==> config.mk <==
export PLATFORM = sky130hd
export DESIGN_NAME = axis_pkt_arb_mux
export DESIGN_NICKNAME = d
export VERILOG_FILES = /design/src/rtl/axis_mux_pkg.sv /design/src/rtl/axis_reg_slice.sv /design/src/rtl/axis_pkt_arb_mux.sv
export SDC_FILE = /design/constraint.sdc
export NUM_CORES = 1
export LEC_CHECK = 0
export CAP_MARGIN = 25
export CORE_MARGIN = 10
export CORE_UTILIZATION = 35
export DETAILED_ROUTE_END_ITERATION = 16
export PLACE_DENSITY_LB_ADDON = 0.3
export SETUP_SLACK_MARGIN = 0.2
export SYNTH_ARGS = -nofsm -noshare
export SYNTH_HDL_FRONTEND = slang
export SYNTH_SLANG_ARGS = --single-unit
export TNS_END_PERCENT = 10
==> constraint.sdc <==
create_clock -name clk -period 3.4 [get_ports clk]
set_clock_uncertainty 0.05 [all_clocks]
set_input_delay 0.51 -clock clk [delete_from_list [all_inputs] [get_ports clk]]
set_output_delay 0.51 -clock clk [all_outputs]
set_load 0.01 [all_outputs]
==> src/rtl/axis_mux_pkg.sv <==
// rtl/axis_mux_pkg.sv - shared types and helpers for the AXIS packet arbiter mux
package axis_mux_pkg;

    typedef enum logic {
        IDLE   = 1'b0,
        LOCKED = 1'b1
    } state_e;

    localparam int BUS_SEL_EN_BIT = 7;

    // bus_sel code that selects channel idx with the enable bit set
    function automatic logic [7:0] choose_code(input logic [6:0] idx);
        return 8'd128 + {1'b0, idx};
    endfunction

    // First valid channel strictly after last, wrapping at n_ch-1 -> 0.
    // Only meaningful when at least one valid bit is set.
    function automatic logic [6:0] rr_next(input logic [63:0] valid,
                                           input logic [6:0]  last,
                                           input int          n_ch);
        logic [6:0] pick;
        logic       found;
        logic [5:0] idx;
        pick  = last;
        found = 1'b0;
        for (int k = 1; k <= 64; k++) begin
            idx = 6'((int'(last) + k) % n_ch);
            if (!found && (k <= n_ch) && valid[idx]) begin
                pick  = {1'b0, idx};
                found = 1'b1;
            end
        end
        return pick;
    endfunction

endpackage

==> src/rtl/axis_reg_slice.sv <==
// rtl/axis_reg_slice.sv - single-stage AXIS register slice
// s_t*: upstream beat in, s_tready_o = slice can load this cycle
// m_t*: registered beat out, held while m_tvalid_o && !m_tready_i
module axis_reg_slice #(
    parameter int DATA_W = 32,
    parameter int KEEP_W = DATA_W / 8
) (
    input  logic              clk_i,
    input  logic              rst_i,
    input  logic              s_tvalid_i,
    output logic              s_tready_o,
    input  logic [DATA_W-1:0] s_tdata_i,
    input  logic [KEEP_W-1:0] s_tkeep_i,
    input  logic              s_tlast_i,
    output logic              m_tvalid_o,
    input  logic              m_tready_i,
    output logic [DATA_W-1:0] m_tdata_o,
    output logic [KEEP_W-1:0] m_tkeep_o,
    output logic              m_tlast_o
);

    logic              tvalid_q, tvalid_d;
    logic [DATA_W-1:0] tdata_q,  tdata_d;
    logic [KEEP_W-1:0] tkeep_q,  tkeep_d;
    logic              tlast_q,  tlast_d;
    logic              load;

    // Empty or being drained this cycle: a new beat can replace the held one
    assign load       = !tvalid_q || m_tready_i;
    assign s_tready_o = load;

    always_comb begin
        tvalid_d = tvalid_q;
        tdata_d  = tdata_q;
        tkeep_d  = tkeep_q;
        tlast_d  = tlast_q;
        if (load) begin
            tvalid_d = s_tvalid_i;
            if (s_tvalid_i) begin
                tdata_d = s_tdata_i;
                tkeep_d = s_tkeep_i;
                tlast_d = s_tlast_i;
            end
        end
    end

    always_ff @(posedge clk_i) begin
        if (rst_i) begin
            tvalid_q <= 1'b0;
            tdata_q  <= '0;
            tkeep_q  <= '0;
            tlast_q  <= 1'b0;
        end else begin
            tvalid_q <= tvalid_d;
            tdata_q  <= tdata_d;
            tkeep_q  <= tkeep_d;
            tlast_q  <= tlast_d;
        end
    end

    assign m_tvalid_o = tvalid_q;
    assign m_tdata_o  = tdata_q;
    assign m_tkeep_o  = tkeep_q;
    assign m_tlast_o  = tlast_q;

endmodule

==> src/rtl/axis_pkt_arb_mux.sv <==
// rtl/axis_pkt_arb_mux.sv - N-input AXIS packet mux with per-packet lock
// bus_sel: {enable, channel} selection (MODE 0); s_axis_*: packed per-channel inputs
// m_axis_*: registered output; grant_idx/busy: current lock; pkt_done: tlast accepted
module axis_pkt_arb_mux
    import axis_mux_pkg::*;
#(
    parameter int N_CH   = 4,
    parameter int DATA_W = 32,
    parameter int KEEP_W = DATA_W / 8,
    parameter int MODE   = 0
) (
    input  logic                     clk,
    input  logic                     rst,
    input  logic [7:0]               bus_sel,
    input  logic [N_CH-1:0]          s_axis_tvalid,
    output logic [N_CH-1:0]          s_axis_tready,
    input  logic [N_CH*DATA_W-1:0]   s_axis_tdata,
    input  logic [N_CH*KEEP_W-1:0]   s_axis_tkeep,
    input  logic [N_CH-1:0]          s_axis_tlast,
    output logic                     m_axis_tvalid,
    input  logic                     m_axis_tready,
    output logic [DATA_W-1:0]        m_axis_tdata,
    output logic [KEEP_W-1:0]        m_axis_tkeep,
    output logic                     m_axis_tlast,
    output logic [6:0]               grant_idx,
    output logic                     busy,
    output logic                     pkt_done
);

    localparam int IDX_W = (N_CH > 1) ? $clog2(N_CH) : 1;

    state_e            state_q;
    logic [6:0]        grant_q;
    logic [6:0]        rr_last_q;

    logic [IDX_W-1:0]  sel_idx;
    logic [63:0]       valid_ext;
    logic              locked;
    logic              sel_valid;
    logic              sel_last;
    logic [DATA_W-1:0] sel_data;
    logic [KEEP_W-1:0] sel_keep;
    logic              slice_ready;
    logic              beat_acc;
    logic              req_hit;
    logic [6:0]        req_idx;

    assign sel_idx   = grant_q[IDX_W-1:0];
    assign valid_ext = 64'(s_axis_tvalid);
    assign locked    = (state_q == LOCKED);

    assign sel_valid = s_axis_tvalid[sel_idx];
    assign sel_last  = s_axis_tlast[sel_idx];
    assign sel_data  = s_axis_tdata[int'(sel_idx)*DATA_W +: DATA_W];
    assign sel_keep  = s_axis_tkeep[int'(sel_idx)*KEEP_W +: KEEP_W];

    assign beat_acc  = locked && sel_valid && slice_ready;
    assign pkt_done  = beat_acc && sel_last;

    // Only the locked channel ever sees ready; it follows the slice load term
    always_comb begin
        s_axis_tready = '0;
        if (locked) begin
            s_axis_tready[sel_idx] = slice_ready;
        end
    end

    // Grant request seen in IDLE; out-of-range or disabled selects never hit
    always_comb begin
        if (MODE == 0) begin
            req_idx = bus_sel[6:0];
            req_hit = bus_sel[BUS_SEL_EN_BIT]
                   && (int'(bus_sel[6:0]) < N_CH)
                   && valid_ext[bus_sel[5:0]];
        end else begin
            req_idx = rr_next(valid_ext, rr_last_q, N_CH);
            req_hit = |s_axis_tvalid;
        end
    end

    always_ff @(posedge clk) begin
        if (rst) begin
            state_q   <= IDLE;
            grant_q   <= '0;
            rr_last_q <= 7'(N_CH - 1);
        end else begin
            case (state_q)
                IDLE: begin
                    if (req_hit) begin
                        grant_q <= req_idx;
                        state_q <= LOCKED;
                    end
                end
                LOCKED: begin
                    if (pkt_done) begin
                        rr_last_q <= grant_q;
                        state_q   <= IDLE;
                    end
                end
                default: state_q <= IDLE;
            endcase
        end
    end

    assign grant_idx = grant_q;
    assign busy      = locked;

    axis_reg_slice #(
        .DATA_W (DATA_W),
        .KEEP_W (KEEP_W)
    ) u_out_slice (
        .clk_i      (clk),
        .rst_i      (rst),
        .s_tvalid_i (locked && sel_valid),
        .s_tready_o (slice_ready),
        .s_tdata_i  (sel_data),
        .s_tkeep_i  (sel_keep),
        .s_tlast_i  (sel_last),
        .m_tvalid_o (m_axis_tvalid),
        .m_tready_i (m_axis_tready),
        .m_tdata_o  (m_axis_tdata),
        .m_tkeep_o  (m_axis_tkeep),
        .m_tlast_o  (m_axis_tlast)
    );

endmodule

Word-level counts from Yosys, hierarchy flattened
Cells that the tools add are included.

Flip-flop bits (word level): 46. Input bits: 163. Output and inout port bits: 51.

Order comparisons: 4. Shift operators: 2. Muxes and demuxes: 12. Bitwise logic cells: 2. Reduce and logical (&&, ||, !) cells: 10.

Operators by type and width (number): 128-bit by 8-bit variable part select with 32-bit output (1); 16-bit by 5-bit variable part select with 4-bit output (1); 6-bit by 7-bit < comparator with 1-bit output, second input constant (1); 7-bit by 3-bit < comparator with 1-bit output, second input constant (1); 1-bit binary-select mux with 6-bit select (1); 1-bit logical AND (6); 1-bit 2-to-1 mux (6); 4-bit AND (1); 1-bit binary-select mux with 2-bit select (2); 4-bit 2-to-1 mux (1); 2-bit AND reduction (2); 2-bit by 3-bit < comparator with 1-bit output, second input constant (1); 1-bit demux with 2-bit select (1); 2-bit by 1-bit greater-or-equal comparator with 1-bit output, second input constant (1); 1-bit one-hot mux with 2 select lines (1); 1-bit logical NOT (1); 1-bit logical OR (1); 1-bit NOT (1).

Depth between registers and ports, before layout
Depth in word-level cells: 7. Mapped depth: 7.

Hierarchy
From an unflattened synthesis, not the netlist that was laid out.

Cell total of the unflattened synthesis: 255. Area total of the unflattened synthesis: 2886.5 µm².

By module, submodules not included: axis_reg_slice (instances 1, cells an instance 172, area each 1634.1 µm²); axis_pkt_arb_mux (instances 1, cells an instance 83, area each 1252.5 µm²).

Worst setup path before layout
OpenSTA, ideal clock, no wires.

Kind: flip-flop to output port. Start point: register grant_q[0] (netlist: grant_idx[0]). End point: output port pkt_done. Arrival: 1.482 ns. Required time: 2.840 ns. Slack: 1.358 ns. Stages on the path, launching flop included: 6. Path buffers: 2. Cells stage by stage: dfxtp_1 > buf_6 > mux4_2 > and3_4 > buf_6 > and2_4.

Word-level cells in the longest chain between the ends: 5.

RTL lines: from (decl) (line axis_pkt_arb_mux.sv:33) `logic [6:0] grant_q;`; from (signal assigned) (line axis_pkt_arb_mux.sv:90) `grant_q <= req_idx;`; 1-bit binary-select mux with 2-bit select (line axis_pkt_arb_mux.sv:52) `assign sel_valid = s_axis_tvalid[sel_idx];`; 1-bit 2-to-1 mux (implied by the code) (line axis_pkt_arb_mux.sv:52); 1-bit logical AND (2 in series) (line axis_pkt_arb_mux.sv:57) `assign beat_acc = locked && sel_valid && slice_ready;`; 1-bit logical AND (*) (line axis_pkt_arb_mux.sv:58) `assign pkt_done = beat_acc && sel_last;`; to (decl) (line axis_pkt_arb_mux.sv:27) `output logic pkt_done`.

Mark *: on every way between the ends. The rest lies on a longest branch, timed or not. The select of a mux whose other input is x is not followed.

Worst setup path after layout
Start point: input port s_axis_tvalid[0]. End point: output port pkt_done.

Word-level cells in the longest chain between the ends: 5.

RTL lines: from (decl) (line axis_pkt_arb_mux.sv:15) `input logic [N_CH-1:0] s_axis_tvalid,`; 1-bit binary-select mux with 2-bit select (line axis_pkt_arb_mux.sv:52); 1-bit 2-to-1 mux (implied by the code) (line axis_pkt_arb_mux.sv:52); 1-bit logical AND (2 in series) (line axis_pkt_arb_mux.sv:57); 1-bit logical AND (line axis_pkt_arb_mux.sv:58).

Every way passes these cells. The select of a mux whose other input is x is not followed.

==> metrics.csv <==
metric,value,unit
clock root buffer,clkbuf_8,
gr usage total,18.4,%
power per cell area,235,nW/µm²
IO buf count,213,
NetSw,0.229,mW
Post-CTS Setup Repair Bufs,0,
clock share of power,29.9,%
Syn Inst Count,247,
P&R area growth vs syn,88.5,%
YS warnings,0,
largest fanout on the critical path,37,
critical path class,in2out,
largest net degree at the start of global routing,43,
switch share,20.2,%
Final ANT Viol Nets,0,
Worst-Skew Late Latency,0.29,ns
Initial Utilization,35.7,%
DRC,0,
WP data required,2.84,ns
clock sink count,46,
Final Hold Fails,0,
max frequency,325,MHz
grt total ovfl,0,
die width,106,µm
startpoint types,input port,
num ports,214,
placed wire-length estimate,8900,µm
global placer's final weighted congestion,0.738,
Die Y,106,µm
RSZ-0062 raised after global routing,no,
vias per cell,5.03,
final setup fails,0,
"Seq/Total Area, Yosys",36.0,%
first-pass GRT wire length,16200,µm
Post-Syn Nets,410,
CTS tree,built,
HP Class,reg2reg,
vias in the first global route,3096,
syn_area_per_cell,10.4,µm²
Logic pwr share,22.5,%
Synth Cell Area,2560,µm²
"Min Clock Period, post-route",3.08,ns
antenna cell count,0,
htree depth,2,
layout cell share with drive strength beyond 1,12.9,%
Die Area,11100,µm²
Yosys cell types,25,
initial antenna violation count,0,
Layout Nets,612,
status,finished clean,
"CTS clk-pin slew, worst paths",0.08,ns
crit end category,output pin,
# hold bufs at CTS,0,
Leak,1.57,nW
placed insts,541,
via count,2759,
Slew @ Worst Pin,0.722,ns
MaxCap Viol Count,0,
final slew viol count,0,
Avg WL per Cell,19.2,µm
maximum VDD drop,124,µV
CP arrival,2.52,ns
first-pass detailed-route iteration total,7,
final total power,1.13,mW
Clock Path Buffers,2,
Setup TNS,0,ns
row cnt,31,
sequential share of power,47.7,%
Rel. slew slack,51.9,%
total internal power,0.905,mW
"flops & latches, synth",46,
final wirelength,10500,µm
cts repair resizes,0,
Post-Layout Cell Count,549,
Core ar.,7180,µm²
DR iter-0 viols,86,
CTS buffer count,5,
Final period util,90.6,%
## metrics by stage
step / instance area, µm² / hold slack [ns] / setup slack (ns) / utilization, %
final: 4820 / 0.406 / 0.321 / 67.2
after global routing: 4820 / 0.430 / 0.228 / 67.2
after CTS: 4820 / 0.408 / 0.317 / 67.2
after detailed placement: 4730 / 0.396 / 0.333 / 66.0
after global placement: 4730 / 0.392 / 0.339 / 66.0
after floorplan: 2560 / 0.431 / 1.36 / -
## final timing paths
check / start / end / slack [ns] / cells past startpoint
worst max-delay path: s_axis_tvalid[0] / pkt_done / 0.32 / 5
worst min-delay path: u_out_slice.m_tdata_o[7] / u_out_slice.m_tdata_o[7] / 0.41 / 2
worst max register to register: grant_idx[0] / u_out_slice.m_tdata_o[26] / 1.48 / 4
worst min register to register: u_out_slice.m_tdata_o[7] / u_out_slice.m_tdata_o[7] / 0.41 / 2
## cells by family after synthesis
logic type	count (synthesis)	synth area share (%)
flops	46	36.0
simple gates	94	15.8
buf+inv	24	4.59
compound gates	42	8.94
mux	41	34.7
## Yosys cell counts (all sizes together)
cell / number / area share [%]
nor3b: 5 / 1.5
nand2: 77 / 11
and2: 2 / 0.59
buf: 12 / 2.8
mux2i: 2 / 0.78
nor4b: 1 / 0.34
o211ai: 1 / 0.29
mux4: 38 / 33
nor2: 2 / 0.29
dfxtp: 46 / 36
inv: 2 / 0.29
clkbuf: 10 / 1.5
and3: 1 / 0.44
o21a: 1 / 0.29
nand3: 2 / 0.59
nor3: 3 / 0.59
o2bb2ai: 1 / 0.34
o221a: 1 / 0.44
mux2: 1 / 0.44
a21oi: 38 / 7.6
nand2b: 1 / 0.24
## cell type report
class / count / area, µm²
Inverter: 2 / 7.51
Clock buffer: 7 / 86.3
Fill cell: 587 / 2350
Multi-Input combinational cell: 177 / 1520
Timing Repair Buffer: 217 / 2160
Sequential cell: 46 / 923
Clock inverter: 1 / 5.00
Tap cell: 99 / 124
## state kept, by name (all words and copies together) (netlist names)
register / cells
busy: 1
u_out_slice.m_tkeep_o: 4
u_out_slice.m_tvalid_o: 1
u_out_slice.m_tlast_o: 1
grant_idx: 7
u_out_slice.m_tdata_o: 32
## routing by layer
metal | wire, µm | part of all wire (%) | track usage (%)
met5 | 0 | 0 | 0
met4 | 221 | 2.1 | 5.32
met3 | 1180 | 11 | 9.44
met2 | 5590 | 53 | 33.8
met1 | 3550 | 34 | 17.6
## critical path: stages
cell	delay, ns
clkdlybuf4s50_1	0.48
mux4_2	0.27
and3_4	0.45
and2_4	0.24
clkdlybuf4s50_1	0.55
## power groups by stage
stage / registers (mW) / clock network [mW] / logic (mW)
2_1_floorplan: 0.554 / 0 / 0.0565
3_3_place_gp: 0.554 / 0 / 0.249
3_5_place_dp: 0.554 / 0 / 0.256
4_1_cts: 0.541 / 0.355 / 0.257
5_1_grt: 0.541 / 0.370 / 0.270
6_report: 0.541 / 0.339 / 0.255
## cell usage in the layout, fill, tap and decap left out
| master | netlist | routed |
|---|---|---|
| clkdlybuf4s50_1 | 0 | 212 |
| nand2_1 | 77 | 77 |
| dfxtp_1 | 46 | 44 |
| mux4_2 | 38 | 38 |
| a21oi_1 | 37 | 37 |
| clkbuf_8 | 0 | 6 |
| nor3b_1 | 5 | 5 |
| buf_4 | 0 | 4 |
| nor3_1 | 3 | 3 |
| inv_1 | 2 | 2 |
| nor2_1 | 2 | 2 |
| mux2i_1 | 2 | 2 |
| dfxtp_2 | 0 | 2 |
| nand2b_1 | 1 | 1 |
| nand3_1 | 1 | 1 |
| and3_4 | 1 | 1 |
| and2_4 | 1 | 1 |
| mux2_2 | 1 | 1 |
| nor4b_1 | 1 | 1 |
| o211ai_1 | 1 | 1 |
| a21oi_2 | 1 | 1 |
| o221a_2 | 1 | 1 |
| nand3_2 | 1 | 1 |
| o2bb2ai_1 | 1 | 1 |
| and2_1 | 1 | 1 |
| o21a_1 | 1 | 1 |
| clkbuf_1 | 10 | 1 |
| clkinv_2 | 0 | 1 |
| buf_2 | 10 | 1 |
(Power assumes the default switching activity.)
